==> src/rtl/regfile_wb_arbiter_if.sv <==
// Write-back request bundle shared by requesters A and B.
// The master side drives valid/addr/data, and the arbiter (slave side) returns ready.
interface regfile_wb_arbiter_if #(
  parameter int DATA_WIDTH = 32,
  parameter int ADDR_WIDTH = 5
);
  logic                  a_valid;
  logic                  a_ready;
  logic [ADDR_WIDTH-1:0] a_addr;
  logic [DATA_WIDTH-1:0] a_data;
  logic                  b_valid;
  logic                  b_ready;
  logic [ADDR_WIDTH-1:0] b_addr;
  logic [DATA_WIDTH-1:0] b_data;

  modport master (
    output a_valid, a_addr, a_data, b_valid, b_addr, b_data,
    input  a_ready, b_ready
  );

  modport slave (
    input  a_valid, a_addr, a_data, b_valid, b_addr, b_data,
    output a_ready, b_ready
  );
endinterface

==> src/rtl/regfile_wb_arbiter.sv <==
// Round-robin arbiter that shares the register file write port between two write-back requesters.
// It has a registered write stage, one-cycle read bypass and a saturating conflict counter.
module regfile_wb_arbiter #(
  parameter int DATA_WIDTH = 32,
  parameter int ADDR_WIDTH = 5,
  parameter int CNT_WIDTH  = 16
) (
  input  logic                  clk,
  input  logic                  rst,
  regfile_wb_arbiter_if.slave   req,
  output logic                  WE3,
  output logic [ADDR_WIDTH-1:0] AD3,
  output logic [DATA_WIDTH-1:0] WD3,
  input  logic [ADDR_WIDTH-1:0] AD1,
  input  logic [ADDR_WIDTH-1:0] AD2,
  input  logic [DATA_WIDTH-1:0] RD1_rf,
  input  logic [DATA_WIDTH-1:0] RD2_rf,
  output logic [DATA_WIDTH-1:0] RD1,
  output logic [DATA_WIDTH-1:0] RD2,
  output logic                  rr_ptr,
  output logic [CNT_WIDTH-1:0]  conflict_cnt
);

  localparam logic [ADDR_WIDTH-1:0] ADDR_ZERO = {ADDR_WIDTH{1'b0}};
  localparam logic [CNT_WIDTH-1:0]  CNT_MAX   = {CNT_WIDTH{1'b1}};
  localparam logic [CNT_WIDTH-1:0]  CNT_ONE   = {{(CNT_WIDTH-1){1'b0}}, 1'b1};

  logic                  we_q, we_d;
  logic [ADDR_WIDTH-1:0] ad_q, ad_d;
  logic [DATA_WIDTH-1:0] wd_q, wd_d;
  logic                  rr_q, rr_d;
  logic [CNT_WIDTH-1:0]  cnt_q, cnt_d;
  logic                  a_ready_s, b_ready_s;
  logic                  a_fire_s, b_fire_s, both_valid_s;

  // The write-stage entry is forwarded only when it commits and targets a non-zero register.
  function automatic logic [DATA_WIDTH-1:0] bypass_sel(
    input logic                  we,
    input logic [ADDR_WIDTH-1:0] wr_addr,
    input logic [ADDR_WIDTH-1:0] rd_addr,
    input logic [DATA_WIDTH-1:0] wr_data,
    input logic [DATA_WIDTH-1:0] rf_data
  );
    if (we && (wr_addr == rd_addr) && (rd_addr != ADDR_ZERO)) begin
      return wr_data;
    end else begin
      return rf_data;
    end
  endfunction

  // Each ready depends only on the other port's valid, which prevents a valid-to-ready loop.
  always_comb begin
    a_ready_s    = !req.b_valid || !rr_q;
    b_ready_s    = !req.a_valid || rr_q;
    a_fire_s     = req.a_valid && a_ready_s;
    b_fire_s     = req.b_valid && b_ready_s;
    both_valid_s = req.a_valid && req.b_valid;
  end

  assign req.a_ready = a_ready_s;
  assign req.b_ready = b_ready_s;

  // Next state of the write stage, the priority pointer and the conflict counter.
  always_comb begin
    we_d  = 1'b0;
    ad_d  = ad_q;
    wd_d  = wd_q;
    rr_d  = rr_q;
    cnt_d = cnt_q;
    if (a_fire_s) begin
      we_d = (req.a_addr != ADDR_ZERO);
      ad_d = req.a_addr;
      wd_d = req.a_data;
      rr_d = 1'b1;
    end else if (b_fire_s) begin
      we_d = (req.b_addr != ADDR_ZERO);
      ad_d = req.b_addr;
      wd_d = req.b_data;
      rr_d = 1'b0;
    end else begin
      we_d = 1'b0;
    end
    if (both_valid_s && (cnt_q != CNT_MAX)) begin
      cnt_d = cnt_q + CNT_ONE;
    end else begin
      cnt_d = cnt_q;
    end
  end

  // State registers; reset discards any write still held in the output stage.
  always_ff @(posedge clk or posedge rst) begin
    if (rst) begin
      we_q  <= 1'b0;
      ad_q  <= ADDR_ZERO;
      wd_q  <= {DATA_WIDTH{1'b0}};
      rr_q  <= 1'b0;
      cnt_q <= {CNT_WIDTH{1'b0}};
    end else begin
      we_q  <= we_d;
      ad_q  <= ad_d;
      wd_q  <= wd_d;
      rr_q  <= rr_d;
      cnt_q <= cnt_d;
    end
  end

  assign WE3          = we_q;
  assign AD3          = ad_q;
  assign WD3          = wd_q;
  assign rr_ptr       = rr_q;
  assign conflict_cnt = cnt_q;

  // The read bypass covers only the cycle in which the register file has not yet captured the write.
  always_comb begin
    RD1 = bypass_sel(we_q, ad_q, AD1, wd_q, RD1_rf);
    RD2 = bypass_sel(we_q, ad_q, AD2, wd_q, RD2_rf);
  end

endmodule

==> src/flat_wrapper.sv <==
// flat-port wrapper written by rule: the top's interface ports become plain ports
module regfile_wb_arbiter_flat 
#(
  parameter int DATA_WIDTH = 32,
  parameter int ADDR_WIDTH = 5,
  parameter int CNT_WIDTH  = 16
)
  (clk, rst, WE3, AD3, WD3, AD1, AD2, RD1_rf, RD2_rf, RD1, RD2, rr_ptr, conflict_cnt, req_a_valid, req_a_addr, req_a_data, req_b_valid, req_b_addr, req_b_data, req_a_ready, req_b_ready);
  regfile_wb_arbiter_if #(.DATA_WIDTH(DATA_WIDTH), .ADDR_WIDTH(ADDR_WIDTH)) req_i ();
  input  logic clk;
  input  logic rst;
  output logic WE3;
  output logic [ADDR_WIDTH-1:0] AD3;
  output logic [DATA_WIDTH-1:0] WD3;
  input  logic [ADDR_WIDTH-1:0] AD1;
  input  logic [ADDR_WIDTH-1:0] AD2;
  input  logic [DATA_WIDTH-1:0] RD1_rf;
  input  logic [DATA_WIDTH-1:0] RD2_rf;
  output logic [DATA_WIDTH-1:0] RD1;
  output logic [DATA_WIDTH-1:0] RD2;
  output logic rr_ptr;
  output logic [CNT_WIDTH-1:0] conflict_cnt;
  input wire logic [$bits(req_i.a_valid)-1:0] req_a_valid;
  input wire logic [$bits(req_i.a_addr)-1:0] req_a_addr;
  input wire logic [$bits(req_i.a_data)-1:0] req_a_data;
  input wire logic [$bits(req_i.b_valid)-1:0] req_b_valid;
  input wire logic [$bits(req_i.b_addr)-1:0] req_b_addr;
  input wire logic [$bits(req_i.b_data)-1:0] req_b_data;
  output wire logic [$bits(req_i.a_ready)-1:0] req_a_ready;
  output wire logic [$bits(req_i.b_ready)-1:0] req_b_ready;
  assign req_i.a_valid = req_a_valid;
  assign req_i.a_addr = req_a_addr;
  assign req_i.a_data = req_a_data;
  assign req_i.b_valid = req_b_valid;
  assign req_i.b_addr = req_b_addr;
  assign req_i.b_data = req_b_data;
  assign req_a_ready = req_i.a_ready;
  assign req_b_ready = req_i.b_ready;
  regfile_wb_arbiter #(.DATA_WIDTH(DATA_WIDTH), .ADDR_WIDTH(ADDR_WIDTH), .CNT_WIDTH(CNT_WIDTH)) u_core (.clk(clk), .rst(rst), .req(req_i), .WE3(WE3), .AD3(AD3), .WD3(WD3), .AD1(AD1), .AD2(AD2), .RD1_rf(RD1_rf), .RD2_rf(RD2_rf), .RD1(RD1), .RD2(RD2), .rr_ptr(rr_ptr), .conflict_cnt(conflict_cnt));
endmodule
==> config.mk <==
export PLATFORM = sky130hd
export DESIGN_NAME = regfile_wb_arbiter_flat
export DESIGN_NICKNAME = d
export VERILOG_FILES = /design/src/rtl/regfile_wb_arbiter_if.sv /design/src/rtl/regfile_wb_arbiter.sv /design/src/flat_wrapper.sv
export SDC_FILE = /design/constraint.sdc
export NUM_CORES = 1
export LEC_CHECK = 0
export ABC_AREA = 1
export CORE_ASPECT_RATIO = 1.25
export CORE_MARGIN = 1
export CORE_UTILIZATION = 36
export CTS_CLUSTER_DIAMETER = 200
export DETAILED_ROUTE_END_ITERATION = 16
export MAX_ROUTING_LAYER = met4
export PLACE_DENSITY = 0.78
export SETUP_SLACK_MARGIN = 0.05
export SLEW_MARGIN = 20
export SYNTH_ARGS = -nofsm -noshare
export SYNTH_HDL_FRONTEND = slang
export SYNTH_SLANG_ARGS = --single-unit
==> constraint.sdc <==
create_clock -name clk -period 1.9 [get_ports clk]
set_clock_uncertainty 0.15 [all_clocks]
set_input_delay 0.19 -clock clk [delete_from_list [all_inputs] [get_ports clk]]
set_output_delay 0.19 -clock clk [all_outputs]
set_load 0.01 [all_outputs]
# Word level (Yosys, flattened, before mapping)
# Index checks and enable logic that the tools add are counted.
[totals]
reg_bits = 55
out_inout_bits = 121
word_cells = 37
[classes]
reduce_logical = 18
addsub = 1
eq_ne = 3
mux = 10
[op_table]
columns = ["operator", "n"]
rows = [
  ["$mux W32", 4],
  ["$reduce_bool A5 Y1", 4],
  ["$add A16 B1 Y16 const B", 1],
  ["$ne A16 B16 Y1 const B", 1],
  ["$eq A5 B5 Y1", 2],
  ["$mux W5", 2],
  ["$logic_and A1 B1 Y1", 8],
  ["$mux W1", 4],
  ["$logic_not A1 Y1", 3],
  ["$logic_or A1 B1 Y1", 2],
  ["$reduce_bool A2 Y1", 1],
]

# Longest topological paths before layout
[depth]
word_depth = 5
ltp_mapped = 9
mapped_depth_nobuf = 9

# Least setup slack after synthesis
# No wires, ideal clock.
[synth_path]
path_kind = "register to output"
startpoint = "register u_core.ad_q[0] (netlist: u_core.AD3[0])"
endpoint = "output RD1[10]"
slack_ns = 0.322
t_arrival_ns = 1.238
required_ns = 1.560
path_stages_with_launch = 10
path_cell_list = "dfrtp_1 inv_2 nand2_1 nand2_1 nor2_2 nand2_1 nor2_4 buf_6 nand2_1 nand2_1"
[synth_between]
elab_chain_len = 4
[synth_rtl]
columns = ["item", "line", "rtl"]
rows = [
  ["start: declaration", "regfile_wb_arbiter.sv:29", "logic [ADDR_WIDTH-1:0] ad_q, ad_d;"],
  ["start signal: assignment", "regfile_wb_arbiter.sv:94", "ad_q <= ADDR_ZERO;"],
  ["start signal: assignment", "regfile_wb_arbiter.sv:100", "ad_q <= ad_d;"],
  ["$eq A5 B5 Y1", "regfile_wb_arbiter.sv:44", "if (we && (wr_addr == rd_addr) && (rd_addr != ADDR_ZERO)) begin"],
  ["$logic_and A1 B1 Y1 (2 in series)", "regfile_wb_arbiter.sv:44", ""],
  ["$mux W32", "regfile_wb_arbiter.sv:44", ""],
  ["end: declaration", "flat_wrapper.sv:19", "output logic [DATA_WIDTH-1:0] RD1;"],
]
# Every way passes these cells.

# Final worst setup path
[layout_path]
startpoint = "register u_core.ad_q[3] (netlist: u_core.AD3[3])"
endpoint = "output RD1[13]"
# The elaborated chain is that of the path after synthesis.

==> flow_summary.ini <==
[yosys]
synth_fp_nets = 777
netlist_area_um2 = 3930
yosys_warnings = 0
synth_area_leaders = dfrtp_1 35%, nand2_1 29%, nand3_1 5.1%, nor2_1 5.0%, o21ai_0 4.5%
synth-compound-area-share_pct = 11.3
ys_types = 29
yosys_register_bits = 55
synth_top_area_share_pct = 35.0
synth.avg_cell_area_um2 = 6.30
yosysMostFrequentCell = nand2_1
synth_top_family_by_area = simple AND/OR/NAND/NOR gates
ys.flop_type = dfrtp_1
synth_cells = 624
seq_area_frac_synth_pct = 35.0
synth-simple-area-share_pct = 42.7
synth_fa_ha_area_share_pct = 0.318
synth_enable_flop_cells = 0
synthMuxAreaShare_pct = 0
synth_commonest_cells = 303 x nand2_1, 55 x dfrtp_1, 52 x nor2_1
yosysTopAreaCell = dfrtp_1
synthArstFlopShare_pct = 100
synthXorXnorAreaFrac_pct = 1.56

[critical_path]
crit_chain = buf_6 > nand2_2 > nand2_2 > nor2_4 > buf_4 > nand4_1 > buf_6 > buf_12 > nand2_1 > nand2_1 > buf_2
critPathCaptureType = output pin
path_buf_inv = 5
crit_required_ns = 1.56
start_kind = flip-flop
rrSetupSlack_ns = -0.32
worst-setup-path-type = reg2out
endpoint = RD1[13]
reg2reg_from = u_core.AD3[3]
path_delay_family = buffers and inverters
crit_path_max_fanout = 16
crit_arrival_ns = 1.94
cp.depth = 11
critPathSlowestCell = dfrtp_1
timing.rr.end = u_core.AD3[3]
slowest_delay_ns = 0.43
crit_start = u_core.AD3[3]
reg2reg_depth = 15

[run_status]
violations = negative setup slack
outcome = finished with violations

[placement]
placed_cells = 1020
gp_congestion = 0.938
portBuffers = 272
dp_hpwl_um = 12700

[timing]
post-route-min-period_ns = 2.28
max_freq_mhz = 439
slew-limit-headroom_pct = 77.9
finalWorstSetupSlack_ns = -0.380
worst_slew_pin_slew_ns = 0.331
timing.hold.ws_ns = 0.121
grt_setup_unrepaired = yes
finalSetupViolations = 65
finalCritPeriodShare_pct = 120
drv_slew = 0
hold_viol = 0

[layout]
final-instance-count-excl-fill = 1073
final_util_pct = 77.0
multi_input_area_um2 = 2810
fin_nets = 1092
area_growth_pct = 108
fillCellCount = 757
drive_gt1_share_pct = 31.5
register_area_um2 = 1380

[route]
first_pass_iters = 5
wire_per_inst_um = 18.9
viasPerCell = 5.30
drc = 0
antenna_left = 0
drt_iter0_markers = 315
vias = 5687
wl_um = 20300

[floorplanning]
die_y_um = 119
dieArea_um2 = 11300
ioPinCount = 273
coreArea_um2 = 10600
die_w_um = 95.5
start_util_pct = 37.0
num_rows = 42

[cts]
cts_max_path_buffers = 2
cts-htree-levels = 2
clkTransAtPathRegs_ns = 0.07
root_buffer = clkbuf_16
clk_latency_ns = 0.30
cts_tree = yes
cts_buffers = 5
cts.sinks = 55

[grt]
grt_usage_pct = 34.1
overflow = 0
antenna_found_initial = 1
grt_pass1_vias = 5428
grt_max_degree = 56
grt_pass1_wl_um = 28300

[pwr]
p_total_mw = 5.18
p_leak_nw = 3.71
pwr_density_cell_nw_per_um2 = 634
ir_drop_uv = 627

[min_path]
hold_class = in2async

[flow_run]
cap_violations = 0
[report_power, final]
| part | total (mW) | leakage (nW) | switching, mW | internal [mW] |
|---|---|---|---|---|
| logic | 2.46 | 2.96 | 1.10 | 1.36 |
| clock network | 1.05 | 0.0759 | 0.438 | 0.616 |
| registers | 1.67 | 0.667 | 0.313 | 1.36 |
[kinds of logic (layout without fill, tap and decap cells)]
group,count (synthesis),after routing
simple gates,414,414
compound gates,78,78
buf+inv,69,384
flops,55,55
xor+xnor,7,7
fa+ha+maj,1,1
other cells,0,2
[sequential cells by signal, indices dropped and copies added, names as in the netlist]
| signal | count |
|---|---|
| u_core.AD3 | 5 |
| u_core.WD3 | 32 |
| u_core.WE3 | 1 |
| u_core.conflict_cnt | 16 |
| u_core.rr_ptr | 1 |
[cell type report]
| class | count | share of cell area [%] |
|---|---|---|
| inverter | 36 | 1.68 |
| sequential | 55 | 16.9 |
| tap | 132 | 2.02 |
| timing repair buffer | 341 | 43.0 |
| clock inverter | 2 | 0.459 |
| multi-input combinational | 500 | 34.4 |
| clock buffer | 5 | 1.53 |
| antenna | 2 | 0.0612 |
[worst min-delay path by stage]
stage	startpoint	endpoint	slack, ns
6_report	rst	u_core.AD3[1]	0.12
2_1_floorplan	req_a_data[0]	u_core.WD3[0]	0.18
3_3_place_gp	u_core.conflict_cnt[1]	u_core.conflict_cnt[1]	0.38
5_1_grt	rst	u_core.WD3[29]	0.18
3_5_place_dp	u_core.conflict_cnt[8]	u_core.conflict_cnt[8]	0.38
4_1_cts	rst	u_core.AD3[0]	0.14
[worst min-delay path, cell delays in order]
cell	delay, ns
clkdlybuf4s50_1	0.42
inv_2	0.07
buf_12	0.28
[through the flow]
step                worst slack (ns)  area, µm²  setup TNS, ns
floorplan                      0.217       3930              0
global placement              -0.557       6890         -31.23
detailed placement            -0.578       6890         -33.40
CTS                           -0.311       7530         -17.56
global route                  -0.451       8170         -26.28
finish                        -0.380       8170         -21.28
[routing by layer]
| layer | routed length [µm] | GRT usage (%) | part of all wire, % |
|---|---|---|---|
| met5 | 0 | - | 0 |
| met4 | 941 | 15.1 | 4.6 |
| met3 | 1720 | 7.79 | 8.5 |
| met2 | 10200 | 58.8 | 50 |
| met1 | 7450 | 36.5 | 37 |
[placed cells by master, fill, tap and decap left out]
cell type	synthesis	final
xnor2_2	0	1
nand2_1	303	207
a21oi_1	19	19
ha_1	1	1
nand4_1	6	6
inv_1	31	30
buf_16	0	7
dfrtp_1	55	53
xnor2_1	5	4
nor4_1	1	1
dfrtp_2	0	2
o21ai_2	3	5
buf_12	0	12
nand2_8	0	1
buf_2	14	43
nand2_4	1	25
buf_6	8	46
nand3_1	40	10
xor2_1	2	2
nor3_1	1	1
a21oi_2	1	1
buf_8	0	2
o211ai_1	4	4
o21ai_4	1	1
inv_2	5	5
nor2_2	2	1
clkinvlp_4	0	1
o21ai_0	35	34
buf_4	6	21
clkbuf_16	0	9
diode_2	0	2
nand2_2	3	74
clkdlybuf4s50_1	0	206
a31oi_1	14	14
nand3_2	1	23
nand3_4	0	8
bufinv_16	0	1
nor2_1	52	51
inv_4	0	1
nor2_4	4	6
[timing repair]
action | CTS | global route
pin swaps | 34 | 58
hold buffers | 0 | 0
gates resized for setup | 353 | 132
buffers inserted | 30 | 5
endpoints found under the setup margin | 64 | 70
gates cloned | 9 | 6
Power figures use the tool's default switching activity.
